## src/rtl/alu_pkg.sv

```systemverilog
`default_nettype none
// ============================================================================
// Module   : alu_pkg
// Purpose  : Shared ALU function codes, flag bit positions and sleep states.
// Revision : 1.0  initial release
// ============================================================================
package alu_pkg;

  localparam logic [2:0] ALU_ADD  = 3'b000;
  localparam logic [2:0] ALU_SUB  = 3'b001;
  localparam logic [2:0] ALU_AND  = 3'b010;
  localparam logic [2:0] ALU_OR   = 3'b011;
  localparam logic [2:0] ALU_SLT  = 3'b100;
  localparam logic [2:0] ALU_MAC  = 3'b101;
  localparam logic [2:0] ALU_ANDN = 3'b110;
  localparam logic [2:0] ALU_ORN  = 3'b111;

  localparam int FLAG_NEG   = 3;
  localparam int FLAG_CARRY = 2;
  localparam int FLAG_OVF   = 1;
  localparam int FLAG_ZERO  = 0;

  typedef enum logic [1:0] {
    SLP_ACTIVE = 2'd0,
    SLP_SLEEP  = 2'd1,
    SLP_WAKE   = 2'd2
  } sleep_state_e;

endpackage
`default_nettype wire

```

## src/rtl/alu_sleep_ctrl.sv

```systemverilog
`default_nettype none
// ============================================================================
// Module   : alu_sleep_ctrl
// Purpose  : ACTIVE/SLEEP/WAKE low-power controller for the shared ALU.
//            Built only when ALU_ARB_SLEEP_EN is defined; otherwise always ACTIVE.
// Revision : 1.0  initial release
// ============================================================================
module alu_sleep_ctrl
  import alu_pkg::*;
#(
  parameter int IDLE_CYCLES = 16,
  parameter int WAKE_CYCLES = 2
) (
  input  logic clk,
  input  logic reset,
  input  logic any_valid,
  input  logic busy,
  output logic active,
  output logic alu_sleep
);

`ifdef ALU_ARB_SLEEP_EN
  localparam logic [7:0] IDLE_LAST = 8'(IDLE_CYCLES - 1);
  localparam logic [3:0] WAKE_LOAD = 4'(WAKE_CYCLES - 1);

  sleep_state_e state_q, state_d;
  logic [7:0]   idle_cnt_q, idle_cnt_d;
  logic [3:0]   wake_cnt_q, wake_cnt_d;
  logic         idle;

  assign idle = ~any_valid & ~busy;

  always_ff @(posedge clk or posedge reset) begin
    if (reset) begin
      state_q    <= SLP_ACTIVE;
      idle_cnt_q <= '0;
      wake_cnt_q <= '0;
    end else begin
      state_q    <= state_d;
      idle_cnt_q <= idle_cnt_d;
      wake_cnt_q <= wake_cnt_d;
    end
  end

  always_comb begin
    state_d    = state_q;
    idle_cnt_d = idle_cnt_q;
    wake_cnt_d = wake_cnt_q;
    case (state_q)
      SLP_ACTIVE: begin
        // Sleep is only entered on an idle cycle, so nothing is ever in flight.
        if (idle) begin
          if (idle_cnt_q == IDLE_LAST) begin
            state_d    = SLP_SLEEP;
            idle_cnt_d = '0;
          end else begin
            idle_cnt_d = idle_cnt_q + 8'd1;
          end
        end else begin
          idle_cnt_d = '0;
        end
      end
      SLP_SLEEP: begin
        if (any_valid) begin
          state_d    = SLP_WAKE;
          wake_cnt_d = WAKE_LOAD;
        end
      end
      SLP_WAKE: begin
        if (wake_cnt_q == 4'd0) begin
          state_d = SLP_ACTIVE;
        end else begin
          wake_cnt_d = wake_cnt_q - 4'd1;
        end
      end
      default: state_d = SLP_ACTIVE;
    endcase
  end

  assign active    = (state_q == SLP_ACTIVE);
  assign alu_sleep = (state_q == SLP_SLEEP);
`else
  logic       w_unused_in;
  logic [7:0] w_unused_cfg;

  assign w_unused_in  = ^{clk, reset, any_valid, busy};
  assign w_unused_cfg = 8'(IDLE_CYCLES) ^ 8'(WAKE_CYCLES);
  assign active       = 1'b1;
  assign alu_sleep    = 1'b0;
`endif

endmodule
`default_nettype wire

```

## src/rtl/alu_arbiter.sv

```systemverilog
`default_nettype none
// ============================================================================
// Module   : alu_arbiter
// Purpose  : Round-robin sharing of one ALU between two requesters with a
//            registered issue/response path; low power via ALU_ARB_SLEEP_EN.
// Revision : 1.0  initial release
// ============================================================================
module alu_arbiter
  import alu_pkg::*;
#(
  parameter int IDLE_CYCLES = 16,
  parameter int WAKE_CYCLES = 2
) (
  input  logic        clk,
  input  logic        reset,
  input  logic        req0_valid,
  output logic        req0_ready,
  input  logic [31:0] req0_a,
  input  logic [31:0] req0_b,
  input  logic [2:0]  req0_f,
  input  logic        req1_valid,
  output logic        req1_ready,
  input  logic [31:0] req1_a,
  input  logic [31:0] req1_b,
  input  logic [2:0]  req1_f,
  output logic        rsp0_valid,
  output logic        rsp1_valid,
  output logic [31:0] rsp_result,
  output logic [3:0]  rsp_flags,
  output logic [31:0] alu_a,
  output logic [31:0] alu_b,
  output logic [2:0]  alu_f,
  input  logic [31:0] alu_result,
  input  logic        alu_zero,
  input  logic        alu_overflow,
  input  logic        alu_carry,
  input  logic        alu_negative,
  output logic        alu_sleep,
  output logic        busy
);

  logic        active;
  logic        acc0, acc1;
  logic        last_grant_q, last_grant_d;
  logic        issue_v_q, issue_v_d;
  logic        issue_own_q, issue_own_d;
  logic [31:0] issue_a_q, issue_a_d;
  logic [31:0] issue_b_q, issue_b_d;
  logic [2:0]  issue_f_q, issue_f_d;
  logic        rsp0_v_q, rsp0_v_d;
  logic        rsp1_v_q, rsp1_v_d;
  logic [31:0] rsp_result_q, rsp_result_d;
  logic [3:0]  rsp_flags_q, rsp_flags_d;

  // On a tie the port that did not win last time gets the grant.
  assign req0_ready = active & req0_valid & (~req1_valid | last_grant_q);
  assign req1_ready = active & req1_valid & (~req0_valid | ~last_grant_q);
  assign acc0       = req0_valid & req0_ready;
  assign acc1       = req1_valid & req1_ready;

  always_comb begin
    last_grant_d = last_grant_q;
    issue_v_d    = acc0 | acc1;
    issue_own_d  = issue_own_q;
    issue_a_d    = issue_a_q;
    issue_b_d    = issue_b_q;
    issue_f_d    = issue_f_q;
    if (acc0) begin
      last_grant_d = 1'b0;
      issue_own_d  = 1'b0;
      issue_a_d    = req0_a;
      issue_b_d    = req0_b;
      issue_f_d    = req0_f;
    end else if (acc1) begin
      last_grant_d = 1'b1;
      issue_own_d  = 1'b1;
      issue_a_d    = req1_a;
      issue_b_d    = req1_b;
      issue_f_d    = req1_f;
    end
  end

  always_comb begin
    rsp0_v_d     = issue_v_q & ~issue_own_q;
    rsp1_v_d     = issue_v_q & issue_own_q;
    rsp_result_d = rsp_result_q;
    rsp_flags_d  = rsp_flags_q;
    if (issue_v_q) begin
      rsp_result_d             = alu_result;
      rsp_flags_d[FLAG_NEG]    = alu_negative;
      rsp_flags_d[FLAG_CARRY]  = alu_carry;
      rsp_flags_d[FLAG_OVF]    = alu_overflow;
      rsp_flags_d[FLAG_ZERO]   = alu_zero;
    end
  end

  always_ff @(posedge clk or posedge reset) begin
    if (reset) begin
      last_grant_q <= 1'b1;
      issue_v_q    <= 1'b0;
      issue_own_q  <= 1'b0;
      issue_a_q    <= '0;
      issue_b_q    <= '0;
      issue_f_q    <= '0;
      rsp0_v_q     <= 1'b0;
      rsp1_v_q     <= 1'b0;
      rsp_result_q <= '0;
      rsp_flags_q  <= '0;
    end else begin
      last_grant_q <= last_grant_d;
      issue_v_q    <= issue_v_d;
      issue_own_q  <= issue_own_d;
      issue_a_q    <= issue_a_d;
      issue_b_q    <= issue_b_d;
      issue_f_q    <= issue_f_d;
      rsp0_v_q     <= rsp0_v_d;
      rsp1_v_q     <= rsp1_v_d;
      rsp_result_q <= rsp_result_d;
      rsp_flags_q  <= rsp_flags_d;
    end
  end

  // Operand registers only load on accept, so the ALU inputs stay quiet when idle.
  assign alu_a      = issue_a_q;
  assign alu_b      = issue_b_q;
  assign alu_f      = issue_f_q;
  assign rsp0_valid = rsp0_v_q;
  assign rsp1_valid = rsp1_v_q;
  assign rsp_result = rsp_result_q;
  assign rsp_flags  = rsp_flags_q;
  assign busy       = issue_v_q | rsp0_v_q | rsp1_v_q;

  alu_sleep_ctrl #(
    .IDLE_CYCLES (IDLE_CYCLES),
    .WAKE_CYCLES (WAKE_CYCLES)
  ) u_sleep (
    .clk       (clk),
    .reset     (reset),
    .any_valid (req0_valid | req1_valid),
    .busy      (busy),
    .active    (active),
    .alu_sleep (alu_sleep)
  );

endmodule
`default_nettype wire

```

## config.mk

```make
export PLATFORM = sky130hd
export DESIGN_NAME = alu_arbiter
export DESIGN_NICKNAME = d
export VERILOG_FILES = /design/src/rtl/alu_pkg.sv /design/src/rtl/alu_sleep_ctrl.sv /design/src/rtl/alu_arbiter.sv
export SDC_FILE = /design/constraint.sdc
export NUM_CORES = 1
export LEC_CHECK = 0
export ABC_CLOCK_PERIOD_IN_PS = 5400
export CORE_UTILIZATION = 39
export DETAILED_ROUTE_END_ITERATION = 10
export PLACE_DENSITY = 0.81
export SYNTH_ARGS = -nofsm -noshare
export SYNTH_HDL_FRONTEND = slang
export SYNTH_SLANG_ARGS = --single-unit
```

## constraint.sdc

```tcl
create_clock -name clk -period 5.4 [get_ports clk]
set_clock_uncertainty 0.1 [all_clocks]
set_input_delay 1.35 -clock clk [delete_from_list [all_inputs] [get_ports clk]]
set_output_delay 1.35 -clock clk [all_outputs]
set_load 0.02 [all_outputs]
```

## Word level (Yosys, flattened, before mapping)

Index checks and enable logic that the tools add are counted.

| word-level totals | value |
|---|---|
| logic and storage cells | 34 |
| register bits | 108 |
| input port bits | 174 |

| cells by class | value |
|---|---|
| reduce and logical (&&, ||, !) cells | 1 |
| muxes and demuxes | 8 |
| bitwise gates (word level) | 15 |

Operators by type and width:

| operator | count |
|---|---|
| $mux 32 | 4 |
| $and 1x1->1 | 6 |
| $mux 3 | 2 |
| $or 1x1->1 | 5 |
| $not 1->1 | 4 |
| $mux 1 | 2 |
| $reduce_bool 2->1 | 1 |

## Logic depth before layout (Yosys ltp)

| depth | value |
|---|---|
| depth after elaboration | 6 |
| depth in mapped cells | 6 |
| mapped depth without buffers | 3 |

## Modules after synthesis

A second synthesis with hierarchy kept.

| unflattened totals | value |
|---|---|
| cell total of the unflattened synthesis | 480 |
| area, all modules | 5087.4 sq um |

By module, submodules not included:

| module | cells each | area each (sq um) | instances | sequential area each (sq um) |
|---|---|---|---|---|
| alu_arbiter | 476 | 5064.9 | 1 | 2703.8 |
| alu_sleep_ctrl | 4 | 22.5 | 1 | 0.0 |

## Worst setup path after synthesis

No wires, ideal clock.

| timing | value |
|---|---|
| path kind | in2out |
| start | input req1_valid |
| end | output req1_ready |
| path slack | 1.974 ns |
| data arrival time | 1.976 ns |
| cell stages on the path | 4 |
| data required time | 3.950 ns |
| path through | a21bo_1 > buf_6 > buf_12 > inv_1 |

| on the way | value |
|---|---|
| word-level cells in the longest chain between the ends | 1 |

Ends and longest elaborated chain:

| element | RTL line | text |
|---|---|---|
| from (decl) | alu_arbiter.sv:21 | `input logic req1_valid,` |
| $and 1x1->1 | alu_arbiter.sv:57 | `assign req1_ready = active & req1_valid & (~req0_valid \| ~last_grant_q);` |
| to (decl) | alu_arbiter.sv:22 | `output logic req1_ready,` |

No other way between the ends.

## Final worst setup path

| timing | value |
|---|---|
| start | input req1_valid |
| end | output req0_ready |

| on the way | value |
|---|---|
| word-level cells in the longest chain between the ends | 3 |

Ends and longest elaborated chain:

| element | RTL line | text |
|---|---|---|
| $not 1->1 | alu_arbiter.sv:56 | `assign req0_ready = active & req0_valid & (~req1_valid \| last_grant_q);` |
| $or 1x1->1 | alu_arbiter.sv:56 |  |
| $and 1x1->1 | alu_arbiter.sv:56 |  |
| to (decl) | alu_arbiter.sv:17 | `output logic req0_ready,` |

No other way between the ends.

==> flow_summary.ini <==
[job]
max_cap_violations = 0

[placement]
portBuffers = 281
place_inst = 822
gp_congestion = 0.847
place_hpwl_um = 10600
place_area_um2 = 7930
pre_cts_ws_ps = 786

[cells_and_area]
drive_gt1_share_pct = 27.3
final_util_pct = 64.5
fillers = 1015
finalNonFillerCells = 838
final_net_count = 835
multi_input_area_um2 = 1910
final-seq-area_um2 = 2700
syn2layout_area_growth_pct = 59.6
diodes = 0
fin_area_um2 = 8210

[die]
fp.dieH_um = 117
rows = 41
core_um2 = 12700
dieArea_um2 = 13700
ios = 283
die_w_um = 117
initial_utilization_pct = 40.4

[worst_setup_path]
crit_family = buffers and inverters
slowest_delay_ps = 730
worstSetupPathType = input pin to output pin
r2r_slack_ps = 3080
path_cells = clkdlybuf4s50_1, nor2b_2, nor2_8, clkdlybuf4s50_1
crit_fanout = 14
critPathMostFrequentCell = clkdlybuf4s50_1
cp-end-kind = output pin
cp_slowest_cell = clkdlybuf4s50_1
reg2reg_depth = 5
crit_arrival_ps = 3190
worst-path-buf-inv = 2
r2r_end = alu_a[26]
start_kind = input pin
rr_startpoint = last_grant_q
required_ps = 3950

[yosys]
synth_top_cell_by_area = dfrtp_1
post_synth_main_area_contributors = dfrtp_1 52%, o22ai_2 14%, a21oi_2 10%, mux2_2 7.9%, inv_1 4.7%
synth.distinct_cells = 26
synth_flop_cell = dfrtp_1
synth_top_area_share_pct = 52.0
synth_most_common_cell = dfrtp_1
synthTopCellsByCount = 107 x dfrtp_1, 65 x inv_1, 59 x a21oi_2, 59 x o22ai_2, 36 x mux2_2
netlist_instances = 393
ys_warn_count = 0
async_flop_share_pct = 100
synth-edff-count = 0
seq_area_frac_synth_pct = 52.6
ys_ff_latch = 108
syn_nets = 567
syn_area_um2 = 5140
synth.avg_cell_area_um2 = 13.1

[clocking]
clk-insertion-delay-late_ps = 340
clock_path_buffers = 2
cts_max_level = 3
post_cts_buffers = 0
holdBufCountCts = 0
cts_buffers = 9
cts_root_buffer = clkbuf_16
cts_resized = 0
cts_tree = built
path_clk_slew_ps = 80
clock-sinks = 108

[routing]
ant_nets = 0
wl_um = 14500
drt-wirelength-per-cell_um = 17.3
drt_iter0_drc = 204
drc = 0
vias = 4052
avgViaCountPerCell = 4.84
firstDrtPassIters = 4

[global_route]
met2_usage_pct = 39.0
grt-ovfl-total = 0
met3_usage_pct = 4.79
grt_util_met1_pct = 22.2
grt_pass1_wl_um = 21400
grt_busiest_layer = met2
grt_pass1_vias = 4363
grt_max_degree = 88
antenna_found_initial = 0
track_usage_pct = 20.9

[sta]
relSlewSlack_pct = 25.6
whs_ps = 371
tns_ps = 0
setup_viol = 0
timing.fmax_ghz = 0.216
post-route-period-util_pct = 85.8
drv_slew = 0
tightest_slew_ps = 1120
rsz0062_at_grt = no
setup_ws_ps = 764
hold_viol = 0
min_period_ps = 4640

[power]
peakVddDrop_v = 0.000169
p_per_area_nw_per_um2 = 277
p_leak_nw = 3.36
power_mw = 2.28

[worst_hold_path]
hold_class = flop to flop
hold_end = rsp0_valid
hold_depth = 1
hp-start = issue_own_q

[run_status]
status = finished clean
worst max path at each step:
stage | slack [ps] | cells past startpoint | start | end
2_1_floorplan | 1110 | 1 | reset | alu_a[0]
5_1_grt | 710 | 4 | req1_valid | req0_ready
3_3_place_gp | 850 | 4 | req1_valid | req0_ready
4_1_cts | 790 | 4 | req1_valid | req0_ready
3_5_place_dp | 790 | 4 | req1_valid | req0_ready
6_report | 760 | 4 | req1_valid | req0_ready
final cells by class:
type / instances / area share, %
clock inverter: 7 / 0.716
multi-input combinational: 191 / 23.3
tap: 172 / 2.62
inverter: 65 / 3.00
clock buffer: 9 / 2.74
timing repair buffer: 286 / 34.7
sequential: 108 / 32.9
sequential cells by signal (all words and copies together) (netlist names):
| register | count |
|---|---|
| rsp0_valid | 1 |
| rsp_result | 32 |
| alu_b | 32 |
| rsp1_valid | 1 |
| issue_v_q | 1 |
| alu_f | 3 |
| issue_own_q | 1 |
| rsp_flags | 4 |
| alu_a | 32 |
| last_grant_q | 1 |
power breakdown:
group	leakage (nW)	internal [mW]	switching [mW]
sequential	1.23	0.899	0.0599
combinational	2.00	0.364	0.315
clock	0.139	0.322	0.317
routing by layer:
layer | routed length, um | vias to the layer above
li1 | - | 1895
met1 | 5350 | 1966
met2 | 7800 | 170
met3 | 997 | 21
met4 | 342 | 0
met5 | 0 | -
cells in the final DEF (no fill, tap or decap):
master / n
clkdlybuf4s50_1: 281
dfrtp_1: 107
inv_1: 64
o22ai_2: 59
a21oi_2: 59
mux2_2: 36
clkbuf_16: 9
a21oi_1: 8
nand2b_1: 5
o21ai_0: 5
o32ai_1: 5
buf_4: 5
o22ai_1: 3
inv_6: 3
nor2_1: 2
or2_4: 1
nor2b_2: 1
nor2_8: 1
a21bo_4: 1
nor2b_1: 1
and2_1: 1
or3_1: 1
inv_4: 1
a21o_2: 1
conb_1: 1
clkinv_2: 1
clkinvlp_4: 1
inv_8: 1
clkinv_4: 1
dfstp_2: 1
cell families (layout without fill, tap and decap cells):
family / Yosys count / in the layout / share of synthesized area [%]
other: 1 / 1 / 0.0729
muxes: 36 / 36 / 7.88
and+or+nand+nor: 13 / 13 / 1.80
AOI/OAI and AO/OA: 141 / 141 / 27.2
buffers and inverters: 94 / 367 / 10.5
DFF: 108 / 108 / 52.6
Note: power is estimated with default switching activity, not from simulation.
